## config.mk

```make
export PLATFORM = sky130hd
export DESIGN_NAME = solver_lane_scheduler
export DESIGN_NICKNAME = d
export VERILOG_FILES = /design/src/rtl/solver_lane_scheduler.sv
export SDC_FILE = /design/constraint.sdc
export NUM_CORES = 1
export LEC_CHECK = 0
export CORE_UTILIZATION = 51
export DETAILED_ROUTE_END_ITERATION = 10
export PLACE_DENSITY_LB_ADDON = 0.08
export SLEW_MARGIN = 20
export SYNTH_ARGS = -nofsm -noshare
export SYNTH_HDL_FRONTEND = slang
export SYNTH_SLANG_ARGS = --single-unit
```

## constraint.sdc

```tcl
create_clock -name clk -period 3.5 [get_ports clk]
set_input_delay 0.35 -clock clk [delete_from_list [all_inputs] [get_ports clk]]
set_output_delay 0.35 -clock clk [all_outputs]
set_load 0.05 [all_outputs]
```

## src/rtl/solver_lane_scheduler.sv

```systemverilog
// Walks every (range, K) division entry, dispatches each to a free solver lane,
// and folds the returned 64-bit partials into a total with two 32-bit add steps.
// Jobs are offered one at a time and held until taken; results drain round-robin.
module solver_lane_scheduler #(
  parameter int ENTRY_COUNT = 468,
  parameter int K_MAX       = 12,
  parameter int NUM_LANES   = 4,
  parameter int IDX_W       = 10
) (
  input  logic                      clk,
  input  logic                      rst_n,
  input  logic                      start,
  output logic                      busy,
  output logic                      done,
  output logic [63:0]               total_sum,
  output logic [NUM_LANES-1:0]      job_valid,
  input  logic [NUM_LANES-1:0]      job_ready,
  output logic [IDX_W-1:0]          job_idx,
  output logic [3:0]                job_k,
  input  logic [NUM_LANES-1:0]      res_valid,
  input  logic [64*NUM_LANES-1:0]   res_data,
  output logic [NUM_LANES-1:0]      res_ready
);

  localparam int LW = (NUM_LANES > 1) ? $clog2(NUM_LANES) : 1;
  localparam logic [IDX_W-1:0] ENTRY_END = IDX_W'(ENTRY_COUNT);
  localparam logic [3:0]       K_LAST    = 4'(K_MAX);
  localparam logic [LW-1:0]    LANE_LAST = LW'(NUM_LANES - 1);

  typedef enum logic [1:0] {S_IDLE, S_RUN, S_DRAIN, S_DONE} state_t;
  typedef enum logic [1:0] {A_IDLE, A_LOW, A_HIGH} acc_state_t;

  state_t               state;
  acc_state_t           acc_state;
  logic [IDX_W-1:0]     issue_idx;
  logic [IDX_W-1:0]     retired;
  logic [3:0]           k_ctr;
  logic [LW-1:0]        rr_ptr;
  logic [63:0]          acc;
  logic [63:0]          add_reg;
  logic                 carry;

  logic                 start_go;
  logic                 acc_en;
  logic [NUM_LANES-1:0] first_rdy;
  logic [NUM_LANES-1:0] grant;
  logic [LW-1:0]        grant_lane;
  logic [LW-1:0]        lane_sel;
  logic                 found;
  logic [63:0]          sel_data;

  // A start is only honoured when no run is in progress.
  assign start_go  = start && (state == S_IDLE || state == S_DONE);
  // Lowest-numbered ready lane, isolated as a one-hot vector.
  assign first_rdy = job_ready & (~job_ready + NUM_LANES'(1));
  // Results are taken only between adds and only for jobs actually issued,
  // so stray res_valid after the last retirement is never acknowledged.
  assign acc_en    = (state == S_RUN || state == S_DRAIN) &&
                     (acc_state == A_IDLE) && (retired < issue_idx);
  assign res_ready = acc_en ? grant : '0;

  // Round-robin search for the first valid result starting at rr_ptr.
  always_comb begin
    grant      = '0;
    grant_lane = '0;
    lane_sel   = '0;
    found      = 1'b0;
    for (int o = 0; o < NUM_LANES; o++) begin
      lane_sel = LW'((int'(rr_ptr) + o) % NUM_LANES);
      if (!found && res_valid[lane_sel]) begin
        found            = 1'b1;
        grant[lane_sel]  = 1'b1;
        grant_lane       = lane_sel;
      end
    end
  end

  // Select the granted lane's 64-bit result slice.
  always_comb begin
    sel_data = '0;
    for (int l = 0; l < NUM_LANES; l++) begin
      if (grant[l]) sel_data = res_data[l*64 +: 64];
    end
  end

  // Run sequencing and job dispatch; an offer stays on its lane until taken.
  always_ff @(posedge clk or negedge rst_n) begin
    if (!rst_n) begin
      state     <= S_IDLE;
      busy      <= 1'b0;
      done      <= 1'b0;
      total_sum <= '0;
      job_valid <= '0;
      job_idx   <= '0;
      job_k     <= '0;
      issue_idx <= '0;
      k_ctr     <= '0;
    end else begin
      case (state)
        S_IDLE, S_DONE: begin
          if (start) begin
            issue_idx <= '0;
            k_ctr     <= 4'd1;
            done      <= 1'b0;
            busy      <= 1'b1;
            job_valid <= '0;
            state     <= S_RUN;
          end
        end
        S_RUN: begin
          if (job_valid != '0) begin
            if ((job_valid & job_ready) != '0) begin
              issue_idx <= issue_idx + IDX_W'(1);
              k_ctr     <= (k_ctr == K_LAST) ? 4'd1 : k_ctr + 4'd1;
              job_valid <= '0;
            end
          end else if (issue_idx == ENTRY_END) begin
            state <= S_DRAIN;
          end else if (job_ready != '0) begin
            job_valid <= first_rdy;
            job_idx   <= issue_idx;
            job_k     <= k_ctr;
          end
        end
        S_DRAIN: begin
          if (retired == ENTRY_END && acc_state == A_IDLE) begin
            total_sum <= acc;
            done      <= 1'b1;
            busy      <= 1'b0;
            state     <= S_DONE;
          end
        end
        default: state <= S_IDLE;
      endcase
    end
  end

  // Result capture and two-step 64-bit accumulation (low word, then high with carry).
  always_ff @(posedge clk or negedge rst_n) begin
    if (!rst_n) begin
      acc_state <= A_IDLE;
      acc       <= '0;
      add_reg   <= '0;
      carry     <= 1'b0;
      retired   <= '0;
      rr_ptr    <= '0;
    end else if (start_go) begin
      acc_state <= A_IDLE;
      acc       <= '0;
      carry     <= 1'b0;
      retired   <= '0;
    end else begin
      case (acc_state)
        A_IDLE: begin
          if (res_ready != '0) begin
            add_reg   <= sel_data;
            rr_ptr    <= (grant_lane == LANE_LAST) ? '0 : grant_lane + LW'(1);
            retired   <= retired + IDX_W'(1);
            acc_state <= A_LOW;
          end
        end
        A_LOW: begin
          {carry, acc[31:0]} <= {1'b0, acc[31:0]} + {1'b0, add_reg[31:0]};
          acc_state          <= A_HIGH;
        end
        A_HIGH: begin
          acc[63:32] <= acc[63:32] + add_reg[63:32] + {31'b0, carry};
          acc_state  <= A_IDLE;
        end
        default: acc_state <= A_IDLE;
      endcase
    end
  end

endmodule

```

# Word-level counts from Yosys, hierarchy flattened

Cells that the tools add are included.

$add $sub $neg: 11
Order comparisons: 9
Equal/unequal tests: 19
Multiplexer cells: 70
Bitwise logic cells: 9
Reductions and logical operators: 37

Operator list:

| operator                                                                      | count |
|---|---|
| 64-bit two-way mux                                                            | 5 |
| 32-bit two-way mux                                                            | 2 |
| 10-bit two-way mux                                                            | 6 |
| 4-bit two-way mux                                                             | 14 |
| 32-bit by 32-bit adder with 33-bit output                                     | 1 |
| 32-bit by 1-bit adder with 32-bit output                                      | 1 |
| 32-bit adder                                                                  | 1 |
| 2-bit two-way mux                                                             | 11 |
| 10-bit by 1-bit adder with 10-bit output (second input constant)              | 2 |
| 10-bit by 9-bit equality test with 1-bit output (second input constant)       | 2 |
| 10-bit case mux with 2 select lines                                           | 1 |
| 1-bit two-way mux                                                             | 17 |
| 4-bit case mux with 2 select lines                                            | 2 |
| 4-bit nonzero test                                                            | 4 |
| 2-bit by 3-bit less-than comparator with 1-bit output (second input constant) | 4 |
| 4-bit bitwise OR                                                              | 3 |
| 4-bit AND reduction                                                           | 3 |
| 2-bit nonzero test                                                            | 6 |
| 1-bit logical AND                                                             | 11 |
| 10-bit less-than comparator                                                   | 1 |
| 4-bit by 1-bit adder with 4-bit output (second input constant)                | 2 |
| 4-bit bitwise AND                                                             | 2 |
| 1-bit binary-select mux with 2-bit select                                     | 4 |
| 1-bit demux with 2-bit select                                                 | 4 |
| 23 further kinds                                                              | 46 |

Register bits: 243
Input port bits: 267
Output and inout bits: 88

# Depth between registers and ports, before layout

Word-level depth: 17
Gate-level depth with buffers: 17
Mapped depth without buffers: 14

# Worst setup path after synthesis

No wires, ideal clock.

Path type: reg-to-output
Start: register with a tool-made name
End: output res_ready[3]
Arrival: 2.946 ns
Setup slack: 0.204 ns
Stages on the path, launching flop included: 14
Buffers on the path: 4
Path through: dfrtp_1 inv_1 ha_1 buf_6 nor3b_1 a21oi_1 nor3_1 a31oi_1 o21ai_1 buf_2 a221oi_1 buf_2 clkbuf_1 nor2_1

RTL lines:

| what      | RTL line | RTL |
|---|---|---|
| to (decl) | 22       | `output logic [NUM_LANES-1:0] res_ready` |

# Worst setup path after layout

Start: register issue_idx[1]
End: output res_ready[1]

Word-level cells in the longest chain between the ends: 3

Ends and longest elaborated chain:

| what                        | RTL line | RTL |
|---|---|---|
| from (decl)                 | 35       | `logic [IDX_W-1:0] issue_idx;` |
| from (signal assigned)      | 113      | `issue_idx <= issue_idx + IDX_W'(1);` |
| 10-bit less-than comparator | 59       | `(acc_state == A_IDLE) && (retired < issue_idx);` |
| 1-bit logical AND           | 59       |  |
| 4-bit two-way mux           | 60       | `assign res_ready = acc_en ? grant : '0;` |

Every way passes these cells.

==> impl_metrics.csv <==
group,metric,value,unit
run_status,status,"completed",
power,vdd_drop_max,602.8,µV
cts,cts_tree,"done",
setup_path,cp-start-kind,"flop",
power,p_leak,9.156,nW
yosys,yosysWarnings,0,
grt,grt_max_degree,83,
grt,first_global_vias,13810,
die,initial_core_util,0.5205,
route,vias,13940,
yosys,syn-num-nets,1935,
cts,cts_max_path_buffers,3,
timing,rsz0062_at_grt,"true",
yosys,synthFlopType,"dfrtp_1",
grt,grt_pass1_wl,72.17,mm
layout,nNetsFinal,2275,
yosys,postSynthCellCount,1579,
setup_path,r2r_start,"acc[32]",
layout,drive_gt1_frac,0.1177,
setup_path,endpoint_kind,"primary output",
timing,setup_viol,0,
timing,slew_violations,0,
timing,fmax,297.5,MHz
timing,tightestPinTransition,0.9815,ns
power,power_density,850.3,nW/µm²
die,row_count,62,
die,die_area,30140,µm²
setup_path,setup.worst_path.end,"res_ready[1]",
yosys,synth_edf_count,0,
yosys,synth_seq_cells,243,
route,routed_wl,46.22,mm
route,drc,0,
setup_path,cp.arrival,3.01,ns
cts,htree_levels,1,
layout,diodes,0,
yosys,syn_area_per_cell,9.512,µm²
die,io_pins,355,
placed_design,place.gp.congestion,0.8546,
route,avgRoutedWirePerCell,19.91,µm
run,maxCapViolations,0,
die,dieWidth,173.6,µm
timing,min_period_over_period,0.9604,
cts,numCtsBuffers,28,
grt,grt_overflow,0,
route,ant_nets,0,
yosys,synthesis.area,15020,µm²
die,die_h,173.6,µm
power,p_total,17.32,mW
yosys,yosysTopAreaCell,"dfrtp_1",
yosys,synth.area.top_cells,"dfrtp_1 (40%), ha_1 (7.2%), mux2_2 (5.9%)",
setup_path,cp.required,3.15,ns
layout,fillers,2219,
yosys,synth_top_area_frac,0.4049,
yosys,yosysUniqueCellTypes,74,
cts,clkSinkCount,243,
setup_path,worst-path-max-fanout,8,
die,core,28860,µm²
setup_path,crit_type,"flop to primary output",
cts,clockRootBuffer,"clkbuf_16",
placed_design,hpwl,31.17,mm
grt,grt_usage,0.2955,
setup_path,r2r-end,"acc[52]",
route,drt_iter0_drc,919,
setup_path,rr_worst_depth,14,
yosys,async_reset_ff_frac,1.000,
layout,syn_to_final_growth,35.59,%
setup_path,crit_start,"issue_idx[1]",
cts,path_clk_slew,0.06,ns
yosys,synth-seq-area-share,0.4049,
placed_design,io_buffers,354,
timing,hold_violations,0,
hold_path,min_path_type,"input port to asynchronous set/reset pin",
cts,clkLatencyLatePin,0.55,ns
timing,slew_headroom,0.3457,
grt,antenna_found_initial,0,
setup_path,r2r_slack,0.18,ns
route,first_pass_iters,5,
timing,finClkSkew,0.01499,ns
placed_design,dpl-instance-area,19140,µm²
timing,fin_crit,3.361,ns
layout,design_area,20360,µm²
route,routed_via_density,6.004,
## power breakdown
group	leakage [nW]	internal, mW	switching [mW]	total (mW)
clock	0.467	1.78	1.17	2.95
combinational	5.39	4.62	5.78	10.4
sequential	3.30	3.43	0.535	3.96
total	9.16	9.83	7.49	17.3
## cell usage after synthesis (5+ instances only)
master and n:
a32o_1 6, a2bb2oi_1 63, inv_1 54, a211oi_1 9
nand2_1 154, buf_4 8, buf_2 14, a21o_1 37
o211ai_1 7, a22oi_1 8, nand3b_1 7, o21a_1 13
nand4_1 7, nor2_1 58, nand2b_1 8, a221o_1 7
xnor2_1 36, xor2_1 10, and3_1 11, o21ai_0 162
o21ai_1 35, a22o_1 31, o21bai_1 11, mux2_2 79
or3_1 11, nor2b_1 12, nor3_1 26, nor4_1 5
ha_1 86, clkbuf_1 76, a31oi_1 11, nand3_1 33
a221oi_1 66, a211o_1 6, a21oi_1 97, dfrtp_1 243
## worst min-delay path by stage
stage	startpoint	to	slack, ns	cells after the start
detailed placement	rst_n	job_k[0]	0.39	1
global route	rst_n	job_k[1]	0.43	2
floorplan	rst_n	asynchronous set/reset pin	0.05	0
global placement	rst_n	k_ctr[0]	0.38	1
CTS	rst_n	k_ctr[0]	0.41	2
finish	rst_n	job_k[0]	0.37	2
## layout by cell type (no fill, tap or decap), types with 12 or more instances in the layout
cell and n:
nor2b_1 12, o21ai_0 161, xnor2_1 36, o21a_1 13, clkbuf_16 32, a22o_1 31
inv_1 54, a21oi_1 96, nor2_1 55, a221oi_1 64, a21o_1 37, a2bb2oi_1 63
dfrtp_1 243, mux2_2 79, clkdlybuf4s50_1 349, ha_1 85, nand3_1 33, o21ai_1 34
nand2_1 153, nor3_1 24, buf_4 42
## per-layer routing
| layer | GRT usage | vias up | wire length (µm) |
|---|---|---|---|
| li1 | - | 6591 | - |
| met1 | 0.3909 | 6709 | 19610 |
| met2 | 0.4864 | 535 | 21650 |
| met3 | 0.05833 | 101 | 3349 |
| met4 | 0.09759 | 0 | 1600 |
| met5 | 0 | - | 0 |
## critical path: stages, from the launching register on
cell and delay, ns:
dfrtp_1 0.42, inv_1 0.10, ha_1 0.30, a21o_1 0.15, a21o_1 0.17, a21o_1 0.16
a21o_1 0.20, a2111oi_4 0.35, o21ai_2 0.21, nor2_1 0.23, buf_12 0.17
## stage by stage
step           setup slack (ns)  setup TNS, ns    util  cells  hold WS (ns)
2_1_floorplan            0.2039              0       -   1579       0.05441
3_3_place_gp            -0.2567         -9.396  0.6627   2258        0.3816
3_5_place_dp           -0.04634       -0.08419  0.6634   2259        0.3859
4_1_cts                0.006317              0  0.6987   2310        0.4077
5_1_grt                -0.07517        -0.1032  0.7057   2321        0.4338
6_report                 0.1386              0  0.7057   2321        0.3745
## timing repair
action                                  in CTS  in global routing
resized for setup                            6                 14
gates cloned                                 2                  3
hold buffers                                 1                  0
setup buffers                                0                  8
pin swaps                                    0                  4
endpoints found under the setup margin       4                 32
endpoints found under the hold margin       79                  0
## layout make-up
type | instances | area [µm²] | area share
clock buffer | 34 | 774.5 | 0.03803
clock inverter | 14 | 148.9 | 0.007311
inverter | 56 | 212.7 | 0.01044
multi-input combinational | 1178 | 8407 | 0.4128
sequential | 243 | 6081 | 0.2986
tap | 384 | 480.5 | 0.02359
timing repair buffer | 412 | 4260 | 0.2092
## logic make-up after synthesis
logic type,synth area share
multiplexers,0.06489
AO/OA/AOI/OAI,0.2723
AND/OR/NAND/NOR,0.1113
buffers and inverters,0.04415
flip-flops,0.4049
XOR/XNOR,0.02682
adder cells (fa/ha/maj),0.07564
Note: power is estimated with default switching activity, not from simulation.
